### src/rtl/phase_step_sweep_controller_if.sv
// phase_step_sweep_controller_if: control, config and output bundle of the sweep controller
// master: drives start/abort/config, observes phase_step, point_index and strobes
// slave:  the controller side
interface phase_step_sweep_controller_if #(
  parameter int PHASE_STEP_WIDTH = 32,
  parameter int DWELL_WIDTH      = 24,
  parameter int POINT_WIDTH      = 16
);
  logic                        start;
  logic                        abort;
  logic [PHASE_STEP_WIDTH-1:0] start_step;
  logic [PHASE_STEP_WIDTH-1:0] step_increment;
  logic [POINT_WIDTH-1:0]      step_count;
  logic [DWELL_WIDTH-1:0]      dwell_cycles;
  logic [PHASE_STEP_WIDTH-1:0] phase_step;
  logic [POINT_WIDTH-1:0]      point_index;
  logic                        sweep_active;
  logic                        point_done;
  logic                        sweep_done;
  modport master (
    output start, abort, start_step, step_increment, step_count, dwell_cycles,
    input  phase_step, point_index, sweep_active, point_done, sweep_done
  );
  modport slave (
    input  start, abort, start_step, step_increment, step_count, dwell_cycles,
    output phase_step, point_index, sweep_active, point_done, sweep_done
  );
endinterface

### src/rtl/phase_step_sweep_controller.sv
// phase_step_sweep_controller: steps the sine generator's phase_step through a programmed frequency list
// Ports: clock, reset_n (sync, active-low); bus (slave) carries start/abort, the sweep config
// and the phase_step/point_index/sweep_active/point_done/sweep_done outputs.
// Build option SWEEP_REPEAT_EN: restart from the first point instead of finishing.
module phase_step_sweep_controller #(
  parameter int PHASE_STEP_WIDTH = 32,
  parameter int DWELL_WIDTH      = 24,
  parameter int POINT_WIDTH      = 16
) (
  input logic clock,
  input logic reset_n,
  phase_step_sweep_controller_if.slave bus
);
  typedef enum logic [1:0] {IDLE, DWELL, DONE} state_t;
  state_t                      state_q, state_d;
  logic [PHASE_STEP_WIDTH-1:0] phase_q, phase_d, inc_q, inc_d;
  logic [POINT_WIDTH-1:0]      idx_q, idx_d, count_q, count_d;
  logic [DWELL_WIDTH-1:0]      cnt_q, cnt_d, dwell_q, dwell_d;
  logic                        pd, last;
`ifdef SWEEP_REPEAT_EN
  logic [PHASE_STEP_WIDTH-1:0] first_q, first_d;
  logic                        rep_q, rep_d;
`endif
  assign pd   = state_q == DWELL && cnt_q == dwell_q - DWELL_WIDTH'(1);
  assign last = idx_q == count_q - POINT_WIDTH'(1);
  always_ff @(posedge clock) begin
    if (!reset_n) begin
      state_q <= IDLE;
      phase_q <= '0;
      inc_q   <= '0;
      idx_q   <= '0;
      count_q <= '0;
      cnt_q   <= '0;
      dwell_q <= '0;
`ifdef SWEEP_REPEAT_EN
      first_q <= '0;
      rep_q   <= 1'b0;
`endif
    end else begin
      state_q <= state_d;
      phase_q <= phase_d;
      inc_q   <= inc_d;
      idx_q   <= idx_d;
      count_q <= count_d;
      cnt_q   <= cnt_d;
      dwell_q <= dwell_d;
`ifdef SWEEP_REPEAT_EN
      first_q <= first_d;
      rep_q   <= rep_d;
`endif
    end
  end
  always_comb begin
    state_d = state_q;
    phase_d = phase_q;
    inc_d   = inc_q;
    idx_d   = idx_q;
    count_d = count_q;
    cnt_d   = cnt_q;
    dwell_d = dwell_q;
`ifdef SWEEP_REPEAT_EN
    first_d = first_q;
    rep_d   = 1'b0;
`endif
    if (bus.abort) begin
      state_d = IDLE;
      phase_d = '0;
      idx_d   = '0;
      cnt_d   = '0;
    end else begin
      case (state_q)
        IDLE: if (bus.start && bus.step_count != '0) begin
          state_d = DWELL;
          phase_d = bus.start_step;
          inc_d   = bus.step_increment;
          count_d = bus.step_count;
          dwell_d = bus.dwell_cycles == '0 ? DWELL_WIDTH'(1) : bus.dwell_cycles;
          idx_d   = '0;
          cnt_d   = '0;
`ifdef SWEEP_REPEAT_EN
          first_d = bus.start_step;
`endif
        end
        DWELL: if (pd && last) begin
`ifdef SWEEP_REPEAT_EN
          phase_d = first_q;
          idx_d   = '0;
          cnt_d   = '0;
          rep_d   = 1'b1;
`else
          state_d = DONE;
          phase_d = '0;
`endif
        end else if (pd) begin
          cnt_d   = '0;
          idx_d   = idx_q + POINT_WIDTH'(1);
          phase_d = phase_q + inc_q;
        end else begin
          cnt_d   = cnt_q + DWELL_WIDTH'(1);
        end
        default: state_d = IDLE;
      endcase
    end
  end
  assign bus.phase_step   = phase_q;
  assign bus.point_index  = idx_q;
  assign bus.sweep_active = state_q == DWELL;
  assign bus.point_done   = pd;
`ifdef SWEEP_REPEAT_EN
  assign bus.sweep_done   = rep_q;
`else
  assign bus.sweep_done   = state_q == DONE;
`endif
endmodule
### src/flat_wrapper.sv
// flat-port wrapper written by rule: the top's interface ports become plain ports
module phase_step_sweep_controller_flat 
#(
  parameter int PHASE_STEP_WIDTH = 32,
  parameter int DWELL_WIDTH      = 24,
  parameter int POINT_WIDTH      = 16
)
  (clock, reset_n, bus_start, bus_abort, bus_start_step, bus_step_increment, bus_step_count, bus_dwell_cycles, bus_phase_step, bus_point_index, bus_sweep_active, bus_point_done, bus_sweep_done);
  phase_step_sweep_controller_if #(.PHASE_STEP_WIDTH(PHASE_STEP_WIDTH), .DWELL_WIDTH(DWELL_WIDTH), .POINT_WIDTH(POINT_WIDTH)) bus_i ();
  input logic clock;
  input logic reset_n;
  input wire logic [$bits(bus_i.start)-1:0] bus_start;
  input wire logic [$bits(bus_i.abort)-1:0] bus_abort;
  input wire logic [$bits(bus_i.start_step)-1:0] bus_start_step;
  input wire logic [$bits(bus_i.step_increment)-1:0] bus_step_increment;
  input wire logic [$bits(bus_i.step_count)-1:0] bus_step_count;
  input wire logic [$bits(bus_i.dwell_cycles)-1:0] bus_dwell_cycles;
  output wire logic [$bits(bus_i.phase_step)-1:0] bus_phase_step;
  output wire logic [$bits(bus_i.point_index)-1:0] bus_point_index;
  output wire logic [$bits(bus_i.sweep_active)-1:0] bus_sweep_active;
  output wire logic [$bits(bus_i.point_done)-1:0] bus_point_done;
  output wire logic [$bits(bus_i.sweep_done)-1:0] bus_sweep_done;
  assign bus_i.start = bus_start;
  assign bus_i.abort = bus_abort;
  assign bus_i.start_step = bus_start_step;
  assign bus_i.step_increment = bus_step_increment;
  assign bus_i.step_count = bus_step_count;
  assign bus_i.dwell_cycles = bus_dwell_cycles;
  assign bus_phase_step = bus_i.phase_step;
  assign bus_point_index = bus_i.point_index;
  assign bus_sweep_active = bus_i.sweep_active;
  assign bus_point_done = bus_i.point_done;
  assign bus_sweep_done = bus_i.sweep_done;
  phase_step_sweep_controller #(.PHASE_STEP_WIDTH(PHASE_STEP_WIDTH), .DWELL_WIDTH(DWELL_WIDTH), .POINT_WIDTH(POINT_WIDTH)) u_core (.clock(clock), .reset_n(reset_n), .bus(bus_i));
endmodule
### config.mk
export PLATFORM = sky130hd
export DESIGN_NAME = phase_step_sweep_controller_flat
export DESIGN_NICKNAME = d
export VERILOG_FILES = /design/src/rtl/phase_step_sweep_controller_if.sv /design/src/rtl/phase_step_sweep_controller.sv /design/src/flat_wrapper.sv
export SDC_FILE = /design/constraint.sdc
export NUM_CORES = 1
export LEC_CHECK = 0
export CELL_PAD_IN_SITES_DETAIL_PLACEMENT = 1
export CELL_PAD_IN_SITES_GLOBAL_PLACEMENT = 2
export CORE_MARGIN = 3
export CORE_UTILIZATION = 27
export CTS_BUF_LIST = sky130_fd_sc_hd__clkbuf_4 sky130_fd_sc_hd__clkbuf_8 sky130_fd_sc_hd__clkbuf_16
export DETAILED_ROUTE_END_ITERATION = 10
export PLACE_DENSITY_LB_ADDON = 0.1
export SYNTH_ARGS = -nofsm -noshare
export SYNTH_HDL_FRONTEND = slang
export SYNTH_SLANG_ARGS = --single-unit
### constraint.sdc
create_clock -name clock -period 4 [get_ports clock]
set_input_delay 0.8 -clock clock [delete_from_list [all_inputs] [get_ports clock]]
set_output_delay 0.8 -clock clock [all_outputs]
set_load 0.005 [all_outputs]
Word level (Yosys, flattened, before mapping)
Index checks and enable logic that the tools add are counted.
{ "totals": {"input_bits": 108, "output_inout_bits": 51, "mem_bits_rw": 0, "latch_bits": 0, "mem_bits_ro": 0, "n_memories": 0, "reg_bits": 146, "elab_cells": 52} }
{ "classes": {"shift": 0, "bitwise": 2, "mux": 16, "n_lt_le_gt_ge": 0, "eq_ne": 9, "n_mul": 0, "add_sub_neg": 5, "div_mod_pow": 0, "n_reduce_logical": 13} }
{ "ops": {"columns": ["operator", "n"], "rows": [
  ["24-bit two-way mux", 4],
  ["32-bit two-way mux", 3],
  ["32-bit case mux with 2 select lines", 1],
  ["16-bit two-way mux", 3],
  ["24-bit case mux with 2 select lines", 1],
  ["32-bit adder", 1],
  ["16-bit case mux with 2 select lines", 1],
  ["24-bit by 1-bit adder with 24-bit output, second input constant", 1],
  ["24-bit equality test", 1],
  ["24-bit logical NOT", 1],
  ["24-bit by 1-bit subtractor with 24-bit output, second input constant", 1],
  ["16-bit by 1-bit adder with 16-bit output, second input constant", 1],
  ["16-bit equality test", 1],
  ["16-bit nonzero test", 1],
  ["16-bit by 1-bit subtractor with 16-bit output, second input constant", 1],
  ["3-bit AND reduction", 3],
  ["2-bit by 1-bit inequality test with 1-bit output, second input constant", 3],
  ["2-bit two-way mux", 2],
  ["2-bit case mux with 2 select lines", 1],
  ["4-bit AND reduction", 1],
  ["1-bit logical AND", 3],
  ["3-bit by 1-bit inequality test with 1-bit output, second input constant", 1],
  ["2-bit by 1-bit equality test with 1-bit output, second input constant", 1],
  ["2-bit equality test, second input constant", 1],
  ["6 further kinds", 7]
]} }

Depth between registers and ports, before layout
{ "logic_depth": {"ltp_word": 6, "depth_mapped": 15} }

Least setup slack after synthesis
Ideal clock, no wire load.
{ "synth_path": {"kind": "reg-to-reg", "start": "reg u_core.dwell_q[0]", "end": "reg u_core.idx_q[9], in the netlist u_core.bus.point_index[9]", "stages_incl_launch_ff": 15, "setup_time_ns": 0.071, "n_path_buf": 2, "period_less_slack_ns": 4.124, "arrival_ns": 4.053, "slack_ns": -0.124, "required_time_ns": 3.929, "path_cell_list": "dfxtp_1 -> inv_1 -> ha_1 -> or4b_1 -> buf_2 -> a2111o_1 -> a311oi_1 -> or4b_4 -> nor4_4 -> nand4_2 -> o21a_1 -> buf_6 -> or3_4 -> or4_1 -> a21oi_1"} }
{ "synth_via": {"elab_chain_cells": 6, "elab_cells_between_ends": 7, "classes_between": "add/sub (1); eq/ne (3); reduce/logical (3)"} }
{ "synth_lines": {"columns": ["item", "line", "rtl"], "rows": [
  ["start: declaration", "phase_step_sweep_controller.sv:18", "logic [DWELL_WIDTH-1:0] cnt_q, cnt_d, dwell_q, dwell_d;"],
  ["start signal: assignment", "phase_step_sweep_controller.sv:46", "dwell_q <= dwell_d;"],
  ["24-bit by 1-bit subtractor with 24-bit output (*)", "phase_step_sweep_controller.sv:24", "assign pd = state_q == DWELL && cnt_q == dwell_q - DWELL_WIDTH'(1);"],
  ["24-bit equality test (*)", "phase_step_sweep_controller.sv:24", null],
  ["1-bit logical AND (*)", "phase_step_sweep_controller.sv:24", null],
  ["1-bit logical AND", "phase_step_sweep_controller.sv:84", "DWELL: if (pd && last) begin"],
  ["2-bit inequality test (no source line)", null, null],
  ["4-bit AND reduction (no source line) (*)", null, null],
  ["end signal: assignment", "phase_step_sweep_controller.sv:43", "idx_q <= idx_d;"],
  ["end: declaration", "phase_step_sweep_controller.sv:17", "logic [POINT_WIDTH-1:0] idx_q, idx_d, count_q, count_d;"]
]} }
Every way passes the cells marked *; elsewhere a longest branch is shown, timed or not.
A chain may end at the register's enable or synchronous reset.

Worst setup path in the final report
{ "layout_path": {"start": "reg u_core.dwell_q[0]", "end": "out bus_point_done"} }
{ "layout_via": {"elab_chain_cells": 3} }
{ "layout_lines": {"columns": ["item", "line", "rtl"], "rows": [
  ["24-bit by 1-bit subtractor with 24-bit output", "phase_step_sweep_controller.sv:24", null],
  ["24-bit equality test", "phase_step_sweep_controller.sv:24", null],
  ["1-bit logical AND", "phase_step_sweep_controller.sv:24", null],
  ["end: declaration", "flat_wrapper.sv:21", "output wire logic [$bits(bus_i.point_done)-1:0] bus_point_done;"]
]} }
Every way passes these cells.

==> flow_metrics.env <==
export IMPL_outcome="complete, but fails checks"
export IMPL_violations="setup timing"
export IMPL_ys_types=69
export IMPL_drt_iter0_markers=271
export IMPL_syn2layout_area_growth_pct=37.7
export IMPL_fin_crit_ps=4220
export IMPL_crit_slowest_cell="or4b_4"
export IMPL_layout_area_seq_sq_mm=0.00292
export IMPL_place_ws_ps=-535
export IMPL_synth_area_sq_mm=0.00883
export IMPL_die_h_microns=187
export IMPL_start_util=0.277
export IMPL_critPathTopFamily="simple AND/OR/NAND/NOR gates"
export IMPL_die_w_microns=187
export IMPL_avgRoutedWirePerCell_microns=18.1
export IMPL_fillers=3869
export IMPL_finalHoldViolations=0
export IMPL_grt_pass1_vias=9384
export IMPL_final_antenna_net_count=0
export IMPL_mostFrequentLayoutCells="195 x nand2_1, 157 x clkdlybuf4s50_1, 145 x dfxtp_1, 132 x a21oi_1, 88 x nor2_1"
export IMPL_htree_levels=4
export IMPL_netlist_instances=1167
export IMPL_worstSetupPathType="register to primary output"
export IMPL_ir_drop_mv=0.329
export IMPL_grt_ovfl_total=0
export IMPL_tightest_slew_ps=894
export IMPL_grt_max_degree=72
export IMPL_min_path_type="register to register"
export IMPL_multiInputGateArea_sq_mm=0.00569
export IMPL_slew_headroom=0.404
export IMPL_crit_chain="inv_2 -> ha_4 -> or4b_4 -> a2111o_1 -> a311oi_1 -> or4b_4 -> nor3_2 -> nand2_1 -> or3b_4 -> nor3b_4 -> buf_2"
export IMPL_cts_sinks=146
export IMPL_ioPinCount=159
export IMPL_rows=65
export IMPL_numCtsBuffers=17
export IMPL_final_design_area_no_fill_sq_mm=0.0122
export IMPL_dieArea_sq_mm=0.0349
export IMPL_synth_seq_cells=146
export IMPL_grt_first_pass_wirelength_microns=52400
export IMPL_yosys_area_top_type="dfxtp_1"
export IMPL_diodes=0
export IMPL_worstPathArrival_ps=3420
export IMPL_critPathRequiredTime_ps=3200
export IMPL_nNetsFinal=1508
export IMPL_final_setup_viol_count=1
export IMPL_start_kind="register"
export IMPL_maxSlewViolCount=0
export IMPL_final_common_cell="nand2_1"
export IMPL_fin_ws_ps=-221
export IMPL_synth_async_reset_ratio=0
export IMPL_crit_fanout=2
export IMPL_cpMostUsedCell="or4b_4"
export IMPL_synth_ff_type="dfxtp_1"
export IMPL_drc=0
export IMPL_placed_cell_area_sq_mm=0.0114
export IMPL_fin_skew_ps=12.8
export IMPL_syn_num_nets=1311
export IMPL_gp_congestion=0.773
export IMPL_viasPerCell=5.04
export IMPL_grt_antenna_before_repair=0
export IMPL_maxCapViolCount=0
export IMPL_drive_gt1_frac=0.108
export IMPL_ys_warnings_count=0
export IMPL_seq_area_frac_synth=0.331
export IMPL_p_per_area_mw_per_mm2=343
export IMPL_portBuffers=158
export IMPL_synth_edf_count=0
export IMPL_clockBufferDepth=2
export IMPL_worst_path_buf_inv=2
export IMPL_power_leakage_uw=0.00454
export IMPL_core_area_sq_mm=0.0319
export IMPL_slowest_delay_ps=500
export IMPL_postSynthAreaPerCell_sq_um=7.57
export IMPL_dp_hpwl_microns=24400
export IMPL_layout_worst_path_cycle_share=1.06
export IMPL_endpoint_kind="primary output"
export IMPL_synth_top_cell_area_share=0.331
export IMPL_cts_tree="built"
export IMPL_vias=9133
export IMPL_max_freq_ghz=0.237
export IMPL_synthTopCellsByArea="dfxtp_1 33%, nand2_1 8.3%, a21oi_1 7.5%"
export IMPL_rsz0062_at_grt="true"
export IMPL_wl_microns=32800
export IMPL_grt_use_total=0.187
export IMPL_clock_root_buffer="clkbuf_16"
export IMPL_drt_pass1_iterations=4
export IMPL_clock_latency_ps=440
export IMPL_clk_pin_slew_ps=60
export IMPL_ctsHoldBuffers=0
-- final cells by class --
class,count,share of cell area
clock buffer,22,0.0401
clock inverter,9,0.0126
inverter,30,0.00926
multi-input combinational,929,0.468
sequential,146,0.240
tap,435,0.0447
timing repair buffer,240,0.185
-- metal layers --
metal | vias to the layer above | share of wire | wire length [microns] | track usage
met4 | 0 | 0.0074 | 244 | 0.0361
met1 | 4431 | 0.47 | 15300 | 0.242
li1 | 4567 | - | - | -
met3 | 13 | 0.033 | 1070 | 0.0328
met5 | - | 0 | 0 | 0
met2 | 122 | 0.49 | 16100 | 0.328
-- cells in the mapped netlist, types with 12 or more instances --
master and instances:
nand2_1 195, dfxtp_1 146, a21oi_1 133, nor2_1 89
clkbuf_1 58, xnor2_1 55, o21ai_0 51, nand3_1 43
xor2_1 36, ha_1 35, nor3_1 32, inv_1 29
nor4_1 29, a211oi_1 20, or3_1 20, a22oi_1 15
nand4_1 15, a21o_1 12
-- registers in the layout (all words and copies together) (netlist names) --
name	flops
u_core.count_q	16
u_core.cnt_q	24
u_core.state_q	2
u_core.inc_q	32
u_core.bus.point_index	16
u_core.dwell_q	24
u_core.bus.phase_step	32
-- cell families after synthesis --
logic type,share of synthesized area
buffers and inverters,0.0415
and+or+nand+nor,0.268
adders and majority gates,0.0519
AOI/OAI and AO/OA,0.204
DFF,0.331
muxes,0.0139
xor gates and xnor gates,0.0903
-- report_power, final --
group,internal (uW),total [uW],switching (uW)
registers,1510,1560,49.2
logic,404,830,426
clock network,1110,1790,673
total,3030,4170,1150
-- timing repair --
item	in CTS	in global routing
resized for setup	12	9
endpoints found under the setup margin	28	42
cloned	1	1
buffers inserted	4	4
pin swaps	21	16
-- tightest hold or removal path: cells and delay by family, from the launching register on --
family             cells  cell delay [ps]
AOI/OAI and AO/OA      1               50
and+or+nand+nor        1               50
DFF                    1              310
-- metrics by stage --
step / hold WS (ps) / utilization / TNS, ps / power, uW / instances
floorplan: 440 / - / 0 / 2010 / 1167
global placement: 449 / 0.356 / -968 / 2390 / 1770
detailed placement: 453 / 0.356 / -4060 / 2400 / 1770
CTS: 462 / 0.378 / -2120 / 4210 / 1806
global route: 485 / 0.382 / -543 / 4380 / 1811
finish: 460 / 0.382 / -221 / 4170 / 1811
-- final timing paths --
path	startpoint	to	slack [ps]	cells after the start
worst max register to register	u_core.dwell_q[0]$_SDFFE_PN0P_	u_core.bus.point_index[9]$_SDFFE_PP0P_	60	14
worst max-delay path	u_core.dwell_q[0]$_SDFFE_PN0P_	bus_point_done	-220	11
worst min register to register	u_core.inc_q[3]$_SDFFE_PN0P_	u_core.inc_q[3]$_SDFFE_PN0P_	460	2
worst min-delay path	u_core.inc_q[3]$_SDFFE_PN0P_	u_core.inc_q[3]$_SDFFE_PN0P_	460	2
(Power assumes the default switching activity.)
